<file path="config.mk">
export PLATFORM = sky130hd
export DESIGN_NAME = pipeline_skid_stage_flat
export DESIGN_NICKNAME = d
export VERILOG_FILES = /design/src/rtl/pipeline_skid_stage_pkg.sv /design/src/rtl/pipeline_skid_stage_if.sv /design/src/rtl/pipeline_skid_stage_entry_reg.sv /design/src/rtl/pipeline_skid_stage.sv /design/src/flat_wrapper.sv
export SDC_FILE = /design/constraint.sdc
export NUM_CORES = 1
export LEC_CHECK = 0
export ABC_AREA = 1
export BUFFER_PORTS_ARGS = -buffer_cell sky130_fd_sc_hd__buf_2
export CAP_MARGIN = 25
export CELL_PAD_IN_SITES_DETAIL_PLACEMENT = 1
export CELL_PAD_IN_SITES_GLOBAL_PLACEMENT = 2
export CORE_AREA = 2 2 109 111
export CTS_CLUSTER_DIAMETER = 50
export CTS_CLUSTER_SIZE = 14
export DETAILED_ROUTE_END_ITERATION = 10
export DIE_AREA = 0 0 111 113
export PLACE_DENSITY_LB_ADDON = 0.1
export SLEW_MARGIN = 15
export SYNTH_ARGS = -nofsm -noshare
export SYNTH_HDL_FRONTEND = slang
export SYNTH_SLANG_ARGS = --single-unit
</file>
<file path="constraint.sdc">
create_clock -name clk -period 1.6 [get_ports clk]
set_clock_uncertainty 0.1 [all_clocks]
set_input_delay 0 -clock clk [delete_from_list [all_inputs] [get_ports clk]]
set_output_delay 0 -clock clk [all_outputs]
set_load 0.01 [all_outputs]
</file>
<file path="src/rtl/pipeline_skid_stage_pkg.sv">
// Shared definitions for the inter-stage pipeline register: state encodings,
// occupancy width and the per-entry control bundle.
package pipeline_skid_stage_pkg;

   localparam int unsigned STAGE_OCC_WIDTH = 2;

   typedef enum logic [1:0] {
      STAGE_EMPTY = 2'd0,
      STAGE_BUSY  = 2'd1,
      STAGE_FULL  = 2'd2
   } stage_state_e;

   typedef struct packed {
      logic load;
      logic clear;
   } entry_ctrl_t;

endpackage : pipeline_skid_stage_pkg

</file>
<file path="src/rtl/pipeline_skid_stage_if.sv">
// Handshake bundle between a pipeline stage register and its neighbours.
// master = surrounding core logic, slave = the stage register.
interface pipeline_skid_stage_if
   import pipeline_skid_stage_pkg::*;
#(
   parameter int unsigned DATA_WIDTH = 32
);
   logic                       flush;
   logic                       in_valid;
   logic                       in_ready;
   logic [DATA_WIDTH-1:0]      data_in;
   logic                       out_valid;
   logic                       out_ready;
   logic [DATA_WIDTH-1:0]      data_out;
   logic [STAGE_OCC_WIDTH-1:0] occupancy;

   modport master (
      output flush, in_valid, data_in, out_ready,
      input  in_ready, out_valid, data_out, occupancy
   );

   modport slave (
      input  flush, in_valid, data_in, out_ready,
      output in_ready, out_valid, data_out, occupancy
   );
endinterface : pipeline_skid_stage_if

</file>
<file path="src/rtl/pipeline_skid_stage_entry_reg.sv">
// stage_entry_reg: one payload plus valid bit, with load and clear-to-bubble.
// Clear wins over load.
module pipeline_skid_stage_entry_reg
   import pipeline_skid_stage_pkg::*;
#(
   parameter int unsigned          DATA_WIDTH  = 32,
   parameter logic [DATA_WIDTH-1:0] RESET_VALUE = {DATA_WIDTH{1'b0}}
) (
   input  logic                  clk,
   input  logic                  rst,
   input  entry_ctrl_t           ctrl,
   input  logic [DATA_WIDTH-1:0] d,
   output logic                  valid,
   output logic [DATA_WIDTH-1:0] q
);

   always_ff @(posedge clk or negedge rst) begin
      if (!rst) begin
         valid <= 1'b0;
         q     <= RESET_VALUE;
      end else if (ctrl.clear) begin
         valid <= 1'b0;
         q     <= RESET_VALUE;
      end else if (ctrl.load) begin
         valid <= 1'b1;
         q     <= d;
      end
   end

endmodule : pipeline_skid_stage_entry_reg

</file>
<file path="src/rtl/pipeline_skid_stage.sv">
// Inter-stage pipeline register with valid/ready handshake, optional two-entry
// skid buffer and synchronous flush to a configurable bubble value.
module pipeline_skid_stage
   import pipeline_skid_stage_pkg::*;
#(
   parameter int unsigned           DATA_WIDTH  = 32,
   parameter logic [DATA_WIDTH-1:0] RESET_VALUE = {DATA_WIDTH{1'b0}},
   parameter bit                    SKID_EN     = 1'b1
) (
   input  logic                   clk,
   input  logic                   rst,
   pipeline_skid_stage_if.slave   bus
);

   stage_state_e          state_q;
   stage_state_e          state_d;
   entry_ctrl_t           main_ctrl;
   entry_ctrl_t           skid_ctrl;
   logic [DATA_WIDTH-1:0] main_d;
   logic [DATA_WIDTH-1:0] main_data;
   logic [DATA_WIDTH-1:0] skid_data;
   logic                  main_valid;
   logic                  skid_valid;
   logic                  in_ready_c;
   logic                  accept;
   logic                  emit;

   // With the skid entry, in_ready depends only on flops; without it, a full
   // main entry can still take a new payload in the cycle it drains.
   assign in_ready_c = SKID_EN ? !skid_valid : (!main_valid || bus.out_ready);
   assign accept     = bus.in_valid && in_ready_c && !bus.flush;
   assign emit       = main_valid && bus.out_ready;

   always_ff @(posedge clk or negedge rst) begin
      if (!rst) state_q <= STAGE_EMPTY;
      else      state_q <= state_d;
   end

   // Next-state and entry control
   always_comb begin
      state_d   = state_q;
      main_ctrl = '0;
      skid_ctrl = '0;
      main_d    = bus.data_in;
      if (bus.flush) begin
         state_d         = STAGE_EMPTY;
         main_ctrl.clear = 1'b1;
         skid_ctrl.clear = 1'b1;
      end else begin
         unique case (state_q)
            STAGE_EMPTY: begin
               if (accept) begin
                  state_d        = STAGE_BUSY;
                  main_ctrl.load = 1'b1;
               end
            end
            STAGE_BUSY: begin
               if (accept && emit) begin
                  main_ctrl.load = 1'b1;
               end else if (accept && SKID_EN) begin
                  state_d        = STAGE_FULL;
                  skid_ctrl.load = 1'b1;
               end else if (emit) begin
                  state_d         = STAGE_EMPTY;
                  main_ctrl.clear = 1'b1;
               end
            end
            STAGE_FULL: begin
               if (emit) begin
                  state_d         = STAGE_BUSY;
                  main_d          = skid_data;
                  main_ctrl.load  = 1'b1;
                  skid_ctrl.clear = 1'b1;
               end
            end
            default: begin
               state_d         = STAGE_EMPTY;
               main_ctrl.clear = 1'b1;
               skid_ctrl.clear = 1'b1;
            end
         endcase
      end
   end

   pipeline_skid_stage_entry_reg #(
      .DATA_WIDTH  (DATA_WIDTH),
      .RESET_VALUE (RESET_VALUE)
   ) u_main (
      .clk   (clk),
      .rst   (rst),
      .ctrl  (main_ctrl),
      .d     (main_d),
      .valid (main_valid),
      .q     (main_data)
   );

   generate
      if (SKID_EN) begin : g_skid
         pipeline_skid_stage_entry_reg #(
            .DATA_WIDTH  (DATA_WIDTH),
            .RESET_VALUE (RESET_VALUE)
         ) u_skid (
            .clk   (clk),
            .rst   (rst),
            .ctrl  (skid_ctrl),
            .d     (bus.data_in),
            .valid (skid_valid),
            .q     (skid_data)
         );
      end else begin : g_no_skid
         logic unused_skid_ctrl;
         assign unused_skid_ctrl = ^skid_ctrl;
         assign skid_valid       = 1'b0;
         assign skid_data        = RESET_VALUE;
      end
   endgenerate

   assign bus.in_ready  = in_ready_c;
   assign bus.out_valid = main_valid;
   assign bus.data_out  = main_data;
   assign bus.occupancy = STAGE_OCC_WIDTH'(main_valid) + STAGE_OCC_WIDTH'(skid_valid);

endmodule : pipeline_skid_stage
</file>
<file path="src/flat_wrapper.sv">
// flat-port wrapper written by rule: the top's interface ports become plain ports
module pipeline_skid_stage_flat import pipeline_skid_stage_pkg::*;
#(
   parameter int unsigned           DATA_WIDTH  = 32,
   parameter logic [DATA_WIDTH-1:0] RESET_VALUE = {DATA_WIDTH{1'b0}},
   parameter bit                    SKID_EN     = 1'b1
)
  (clk, rst, bus_flush, bus_in_valid, bus_data_in, bus_out_ready, bus_in_ready, bus_out_valid, bus_data_out, bus_occupancy);
  pipeline_skid_stage_if #(.DATA_WIDTH(DATA_WIDTH)) bus_i ();
  input  logic clk;
  input  logic rst;
  input wire logic [$bits(bus_i.flush)-1:0] bus_flush;
  input wire logic [$bits(bus_i.in_valid)-1:0] bus_in_valid;
  input wire logic [$bits(bus_i.data_in)-1:0] bus_data_in;
  input wire logic [$bits(bus_i.out_ready)-1:0] bus_out_ready;
  output wire logic [$bits(bus_i.in_ready)-1:0] bus_in_ready;
  output wire logic [$bits(bus_i.out_valid)-1:0] bus_out_valid;
  output wire logic [$bits(bus_i.data_out)-1:0] bus_data_out;
  output wire logic [$bits(bus_i.occupancy)-1:0] bus_occupancy;
  assign bus_i.flush = bus_flush;
  assign bus_i.in_valid = bus_in_valid;
  assign bus_i.data_in = bus_data_in;
  assign bus_i.out_ready = bus_out_ready;
  assign bus_in_ready = bus_i.in_ready;
  assign bus_out_valid = bus_i.out_valid;
  assign bus_data_out = bus_i.data_out;
  assign bus_occupancy = bus_i.occupancy;
  pipeline_skid_stage #(.DATA_WIDTH(DATA_WIDTH), .RESET_VALUE(RESET_VALUE), .SKID_EN(SKID_EN)) u_core (.clk(clk), .rst(rst), .bus(bus_i));
endmodule
</file>
## Yosys cells after proc, flatten, opt, wreduce, memory -nomap -nowiden

Cells that the tools add are included.

- $add $sub $neg: 1
- Mux-type cells: 32
- Equal/unequal tests: 6
- Reductions and logical operators: 12

Operators with widths:

| operator | count |
|---|---|
| $mux 32 | 7 |
| $mux 1 | 15 |
| $mux 2 | 6 |
| $ne 3x2->1 const B | 2 |
| $pmux 2 s3 | 1 |
| $logic_and 1x1->1 | 4 |
| $ne 4x2->1 const B | 1 |
| $pmux 1 s2 | 2 |
| $reduce_and 4->1 | 1 |
| $reduce_bool 2->1 | 2 |
| $reduce_or 2->1 | 2 |
| $ne 3x3->1 const B | 1 |
| $pmux 1 s3 | 1 |
| $add 1x1->2 | 1 |
| $eq 2x1->1 const B | 1 |
| $eq 2x2->1 const B | 1 |
| $logic_not 1->1 | 2 |
| $logic_not 2->1 | 1 |

- Bits in registers: 68
- Bits of input ports: 37

## Depth between registers and ports, before layout

Gate-level depths: netlist (run 1).

- Depth in word-level cells: 9
- Depth in mapped cells: 9
- Depth with buffers taken out: 7

## Cells and area by module

Synthesis (run 1) repeated with hierarchy kept, for this count alone.

- Cells, all modules: 429
- Area, all modules: 3380.7 um2

Modules (own cells, without submodules):

| module | times used | cells each | area an instance (um2) | sequential area each (um2) |
|---|---|---|---|---|
| pipeline_skid_stage_entry_reg | 2 | 143 | 1342.5 | 825.8 |
| pipeline_skid_stage | 1 | 143 | 695.7 | 50.0 |

## Worst setup path after synthesis (run 1)

No wires, ideal clock.

- Path type: register to register
- Start: register u_core.u_main.valid
- End: register u_core.g_skid.u_skid.q[22]
- Path slack: 116 ps
- Cell stages (with the launch flop): 8
- Arrival time: 1255 ps
- Setup time: 129 ps
- Cell sequence: dfrtp_1 -> nand2_1 -> nor2_4 -> nor2_4 -> buf_6 -> buf_4 -> nand3_1 -> o21ai_1

- Longest elaborated chain between the ends: 6
- Elaborated cells between the ends (all ways): 10
- Those cells by class: mux: 7; reduce/logical: 3

Ends and longest elaborated chain:

| item | line | RTL |
|---|---|---|
| start, declared | pipeline_skid_stage_entry_reg.sv:13 | `output logic valid,` |
| start signal, assigned | pipeline_skid_stage_entry_reg.sv:19 | `valid <= 1'b0;` |
| start signal, assigned | pipeline_skid_stage_entry_reg.sv:22 | `valid <= 1'b0;` |
| start signal, assigned | pipeline_skid_stage_entry_reg.sv:25 | `valid <= 1'b1;` |
| $logic_and 1x1->1 (*) | pipeline_skid_stage.sv:32 | `assign emit = main_valid && bus.out_ready;` |
| $logic_and 1x1->1 | pipeline_skid_stage.sv:58 | `if (accept && emit) begin` |
| $mux 1 | pipeline_skid_stage.sv:58 |  |
| $mux 1 | pipeline_skid_stage.sv:50 | `unique case (state_q)` |
| $mux 1 | pipeline_skid_stage.sv:45 | `if (bus.flush) begin` |
| $reduce_bool 2->1 (no source line) | n/a |  |
| end signal, assigned | pipeline_skid_stage_entry_reg.sv:20 | `q <= RESET_VALUE;` |
| end signal, assigned | pipeline_skid_stage_entry_reg.sv:23 | `q <= RESET_VALUE;` |
| end signal, assigned | pipeline_skid_stage_entry_reg.sv:26 | `q <= d;` |
| end, declared | pipeline_skid_stage_entry_reg.sv:14 | `output logic [DATA_WIDTH-1:0] q` |

Every way passes the cells marked *; elsewhere a longest branch is shown, timed or not.
A chain may end at the register's enable or synchronous reset.

## Worst setup path after layout (run 1)

- Start: register u_core.state_q[1]
- End: register u_core.g_skid.u_skid.q[21]

- Longest elaborated chain between the ends: 5
- Elaborated cells between the ends (all ways): 10
- Those cells by class: eq/ne: 2; mux: 5; reduce/logical: 3

Ends and longest elaborated chain:

| item | line | RTL |
|---|---|---|
| start, declared | pipeline_skid_stage.sv:15 | `stage_state_e state_q;` |
| start signal, assigned | pipeline_skid_stage.sv:36 | `else state_q <= state_d;` |
| $eq 2x1->1 or $logic_not 2->1 (tied branches) | pipeline_skid_stage.sv:50 |  |
| $reduce_or 2->1 (no source line) | n/a |  |
| $pmux 1 s2 | pipeline_skid_stage.sv:50 |  |
| $mux 1 | pipeline_skid_stage.sv:45 |  |
| $mux 32 or $reduce_bool 2->1 (tied branches) | n/a |  |

Several ways; a longest one is shown, not always the timed one.

==> impl_metrics.ini, run 1 <==
[timing]
finalCritPeriodShare_pct = 102
fmax_mhz = 613
worst_pin_slew_ns = 0.398
fin_ws_ns = -0.0326
rsz0062_at_grt = true
slew_headroom_pct = 73.5
finalSetupViolations = 4
drv_slew = 0
timing.final.hold_violations = 1
finalCriticalPeriod_ns = 1.63
whs_ns = -0.00292

[global_routing]
grt_overflow = 0
grt_max_degree = 69
grt_pass1_wl_mm = 19.6
grt_pass1_vias = 3781
grt_usage_pct = 19.5
antenna_found_initial = 0

[floorplanning]
start_util_pct = 30.8
rows = 39
die_h_um = 113
dieArea_mm2 = 0.0125
coreArea_mm2 = 0.0113
die_x_um = 111
io_pins = 73

[yosys]
synth_top_cell_by_area = dfrtp_1
synthMostInstantiatedCell = nand2_1
ys_warn_count = 0
synthesis.area_mm2 = 0.00347
synth-edff-count = 0
synth_cell_types = 26
synth_nets = 472
ys_async_sr_fraction_pct = 100
synth.avg_cell_area_um2 = 8.00
synthCells = 434
ys.flop_type = dfrtp_1
yosys_register_bits = 68
seq_area_frac_synth_pct = 49.0
yosys-top-cells-area = dfrtp_1 49%, nand3_1 14%, nand2_1 12%
synth_common_cells = 108 x nand2_1, 100 x nand3_1, 68 x dfrtp_1
synth.top_cell.area_share_pct = 49.0

[worst_setup_path]
cp_max_fo = 5
rr_endpoint = u_core.g_skid.u_skid.q[21]
startpoint_type = flop
ff2ff_setup_slack_ns = -0.03
critPathMaxStageDelay_ns = 0.44
end_kind = flop
critPathArrivalTime_ns = 1.79
crit_type = reg2reg
crit_path_top_delay_cell = dfrtp_2
reg2regPathDepth = 7
path_cells = nor2_4 -> nor2_4 -> nor2_4 -> buf_6 -> clkbuf_16 -> nand3_1 -> o21ai_1
timing.rr.start = u_core.state_q[1]
cp_data_required_time_ns = 1.76
cpMostUsedCell = nor2_4

[place]
dp_hpwl_mm = 7.12
portBuffers = 72
place_area_mm2 = 0.00411
gp_congestion = 0.831

[cts]
cts.reportedPaths.clkPinSlew_ns = 0.06
clockBufferDepth = 2
cts_buffers = 9
cts_sinks = 68
htree_levels = 3
cts_tree = yes
root_buffer = clkbuf_16
clk_latency_ns = 0.34

[detailed_routing]
drc = 0
drtAntennaViolNets = 0
drt_iter0_drc = 128
vias = 3592
viasPerCell = 5.12
dr.pass1.iters = 4
wl_mm = 12.9
wl_per_cell_um = 18.3

[run]
maxCapViolCount = 0

[power_and_ir_drop]
p_switching_mw = 2.98
power_frac_clock_pct = 28.7
p_leak_nw = 2.73
swShare_pct = 36.0
intPower_mw = 5.31
seqPwrFrac_pct = 33.0
combPwrFrac_pct = 38.3
peakVddDrop_v = 0.000971
power.density_mw_per_mm2 = 1590
total_power_mw = 8.30

[run_status]
violations = negative hold slack, negative setup slack
status = complete, but fails checks

[layout]
fillCellCount = 1350
antenna_cells = 0
fin_area_mm2 = 0.00522
drive_gt1_share_pct = 30.8
nets = 592
syn2layout_area_growth_pct = 50.2

[worst_hold_path]
worstHoldStart = bus_out_ready
holdPathEnd = u_core.state_q[1]
holdPathStages = 4
hold_class = in2reg
## logic make-up (layout without fill, tap and decap cells)
kind of cell	Yosys count	count (layout)	synth area share, %
simple gates	255	255	35.2
buf+inv	74	199	9.98
flops	68	68	49.0
compound gates	36	36	5.44
fa+ha+maj	1	1	0.360
## area by class of cell
| class | count | area (µm²) | area share [%] |
|---|---|---|---|
| Sequential cell | 68 | 1700 | 32.7 |
| Clock buffer | 12 | 256 | 4.92 |
| Clock inverter | 4 | 95.1 | 1.82 |
| Inverter | 38 | 143 | 2.73 |
| Tap cell | 143 | 179 | 3.43 |
| Multi-Input combinational cell | 292 | 1610 | 30.9 |
| Timing Repair Buffer | 145 | 1230 | 23.5 |
## per-stage QoR
stage,cells,util [%],worst slack (ns),TNS (ns)
CTS,686,42.6,0.0199,0
finish,702,46.3,-0.0326,-0.0523
global route,702,46.3,-0.0945,-2.97
global placement,636,36.5,0.0311,0
detailed placement,636,36.5,0.0325,0
floorplan,434,-,0.116,0
## placed cells by master (no fill, tap or decap)
cell             n
bufinv_16        3
a21oi_4          1
clkbuf_1         1
clkbuf_8         2
nor2_4           7
inv_2            2
nor3_1           1
nand2_1        106
nand3_1         75
dfrtp_2          2
clkinv_2         1
dlygate4sd3_1   34
nand2_4          1
clkbuf_16       14
o21ai_2          3
a21oi_1          1
dfrtp_1         66
o21ai_0         11
nand3_4          1
buf_2           71
a21boi_1         1
nand4_1         34
inv_1           36
nand4_4          1
ha_1             1
o31ai_1          1
nand2_2          3
o21ai_1         18
buf_6            8
buf_4           18
nand3_2         25
buf_12           9
nor2_1           1
## critical path, delay by kind of cell, from the launching register on
family,cells,cell delay [ns]
buf+inv,2,0.34
flops,1,0.44
simple gates,4,0.56
compound gates,1,0.10
## worst max-delay path by stage
stage                              startpoint                          to  slack, ns  cells after the start
after detailed placement    u_core.state_q[1]  u_core.g_skid.u_skid.q[10]       0.03                      6
final                       u_core.state_q[1]  u_core.g_skid.u_skid.q[21]      -0.03                      7
after floorplan           u_core.u_main.valid  u_core.g_skid.u_skid.q[22]       0.12                      7
after CTS                   u_core.state_q[1]         u_core.u_main.q[18]       0.02                      7
after global placement      u_core.state_q[1]         u_core.u_main.q[15]       0.03                      7
after global routing        u_core.state_q[1]         u_core.u_main.q[18]      -0.09                      7
## flip-flops by register name (all words and copies together), names as in the netlist
register and cells:
u_core.state_q 2, u_core.u_main.valid 1, u_core.g_skid.u_skid.valid 1, u_core.g_skid.u_skid.q 32, u_core.u_main.q 32
## per-layer routing
| metal | share of wire, % | global-route usage [%] |
|---|---|---|
| met1 | 46 | 24.7 |
| met2 | 50 | 33.8 |
| met3 | 3.4 | 4.71 |
| met4 | 1.1 | 4.67 |
| met5 | 0 | 0 |
## repair_timing
action	CTS	global route
hold buffers	34	0
endpoints found under the hold margin	133	0
gates resized for setup	0	45
setup endpoints to repair	0	56
setup buffers	0	9
## power groups by stage
stage / sequential [mW] / combinational [mW] / clock [mW]
global placement: 2.72 / 2.52 / 0
finish: 2.74 / 3.18 / 2.38
detailed placement: 2.73 / 2.57 / 0
floorplan: 2.82 / 1.29 / 0
CTS: 2.72 / 2.64 / 2.42
global route: 2.81 / 3.48 / 2.49
No activity file was read; power rests on OpenSTA's default activity.
==> run 2, diff against run 1 <==
--- a/config.mk
+++ b/config.mk
@@ -10,11 +10,11 @@
 export CAP_MARGIN = 25
 export CELL_PAD_IN_SITES_DETAIL_PLACEMENT = 1
 export CELL_PAD_IN_SITES_GLOBAL_PLACEMENT = 2
-export CORE_AREA = 2 2 109 111
+export CORE_AREA = 2 2 130 94
 export CTS_CLUSTER_DIAMETER = 50
 export CTS_CLUSTER_SIZE = 14
 export DETAILED_ROUTE_END_ITERATION = 10
-export DIE_AREA = 0 0 111 113
+export DIE_AREA = 0 0 132 96
 export PLACE_DENSITY_LB_ADDON = 0.1
 export SLEW_MARGIN = 15
 export SYNTH_ARGS = -nofsm -noshare
==> run 2 against run 1 <==
Net effect:
- via count about the same
- the run ends with negative setup slack left
- critical path depth is the same
- design area up 2.1%
==> impl_metrics.ini, run 2 (same netlist as run 1, synthesis figures left out) <==
[cts]
cts.reportedPaths.clkPinSlew_ns = 0.06
cts_tree = yes
clockBufferDepth = 2
clk_latency_ns = 0.33
htree_levels = 3
cts_sinks = 68
cts_buffers = 9
root_buffer = clkbuf_16

[layout]
multi_input_area_mm2 = 0.00159
final_common_cell = nand2_1
syn2layout_area_growth_pct = 53.4
final_cell_mix = 107 x nand2_1, 79 x nand3_1, 71 x buf_2
antenna_cells = 0
reg_top3 = u_core.g_skid.u_skid.q (32), u_core.u_main.q (32), u_core.state_q (2)
fillCellCount = 1358
nets = 596
fin_area_mm2 = 0.00533
regArea_mm2 = 0.00170
drive_gt1_share_pct = 30.4

[place]
place_area_mm2 = 0.00416
gp_congestion = 0.831
dp_slack_ns = -0.0351
portBuffers = 72
dp_hpwl_mm = 7.45

[timing]
fmax_mhz = 620
drv_slew = 0
whs_ns = 0.0812
fin_ws_ns = -0.0136
slew_headroom_pct = 64.3
finalCritPeriodShare_pct = 101
rsz0062_at_grt = true
timing.final.hold_violations = 0
finalCriticalPeriod_ns = 1.61
finalSetupViolations = 3
worst_pin_slew_ns = 0.536

[floorplanning]
die_h_um = 96
coreArea_mm2 = 0.0114
rows = 33
io_pins = 73
start_util_pct = 30.4
dieArea_mm2 = 0.0127
die_x_um = 132

[detailed_routing]
drt_iter0_drc = 182
viasPerCell = 4.99
vias = 3591
dr.pass1.iters = 4
drtAntennaViolNets = 0
wl_mm = 14.1
drc = 0
wl_per_cell_um = 19.6

[global_routing]
grt_usage_pct = 20.8
grt_pass1_vias = 3706
grt_pass1_wl_mm = 20.3
antenna_found_initial = 0
grt_max_degree = 67
grt_overflow = 0

[worst_setup_path]
crit_type = reg2reg
cp_data_required_time_ns = 1.76
cp_max_fo = 8
startpoint_type = flop
startpoint = u_core.state_q[1]
timing.rr.start = u_core.state_q[1]
reg2regPathDepth = 7
end_kind = flop
critPathArrivalTime_ns = 1.77

[power_and_ir_drop]
power.density_mw_per_mm2 = 1540
p_leak_nw = 2.77
peakVddDrop_v = 0.000601

[worst_hold_path]
hold_class = in2async

[run]
maxCapViolCount = 0

[run_status]
violations = negative setup slack
status = complete, but fails checks
[run 2: where the power goes]
group	internal (mW)	switching, mW	leakage, nW
clock network	1.25	0.788	0.144
logic	1.56	1.94	1.72
registers	2.31	0.367	0.902
[run 2: path summary, 6_finish.rpt]
check	to	slack, ns
max in group asynchronous	u_core.g_skid.u_skid.q[5]	0.76
hold / removal	u_core.u_main.q[28]	0.08
setup / recovery	u_core.g_skid.u_skid.q[12]	-0.01
min in group clk	u_core.state_q[0]	0.27
setup reg to reg	u_core.g_skid.u_skid.q[12]	-0.01
hold reg to reg	u_core.u_main.q[19]	0.42
[run 2: layout make-up]
| cell class | count | area share [%] |
|---|---|---|
| multi-input combinational | 292 | 29.8 |
| sequential | 68 | 32.0 |
| timing repair buffer | 149 | 26.1 |
| clock buffer | 10 | 4.49 |
| tap | 157 | 3.69 |
| inverter | 38 | 2.72 |
| clock inverter | 6 | 1.20 |
[run 2: worst max-delay path: stages, from the launching register on]
cell,delay [ns]
dfrtp_2,0.44
nor2_4,0.19
nor2_4,0.07
nor2_4,0.19
buf_6,0.18
clkbuf_16,0.18
nand3_1,0.08
o21ai_1,0.10
[run 2: routing by layer]
layer / vias up / part of all wire, % / track usage, % / wire, µm
li1: 1717 / - / - / -
met1: 1783 / 50 / 29.2 / 7110
met2: 81 / 44 / 32.9 / 6290
met3: 10 / 4.4 / 4.42 / 626
met4: 0 / 0.83 / 5.25 / 117
met5: - / 0 / 0 / 0
[run 2: per-stage QoR]
stage / total power [mW] / TNS [ns] / utilization, % / cells
5_1_grt: 8.70 / -2.07 / 46.6 / 720
2_1_floorplan: 4.10 / 0 / - / 434
4_1_cts: 7.57 / -0.144 / 42.4 / 702
3_3_place_gp: 5.29 / 0 / 36.3 / 650
6_report: 8.21 / -0.0262 / 46.6 / 720
3_5_place_dp: 5.35 / -0.0527 / 36.3 / 650
[run 2: repair_timing]
action | 4_1_cts | 5_1_grt
pin swaps | 0 | 22
resized for setup | 2 | 43
hold endpoints to repair | 133 | 0
gates cloned | 1 | 12
setup buffers | 0 | 6
hold buffers | 35 | 0
endpoints found under the setup margin | 16 | 60
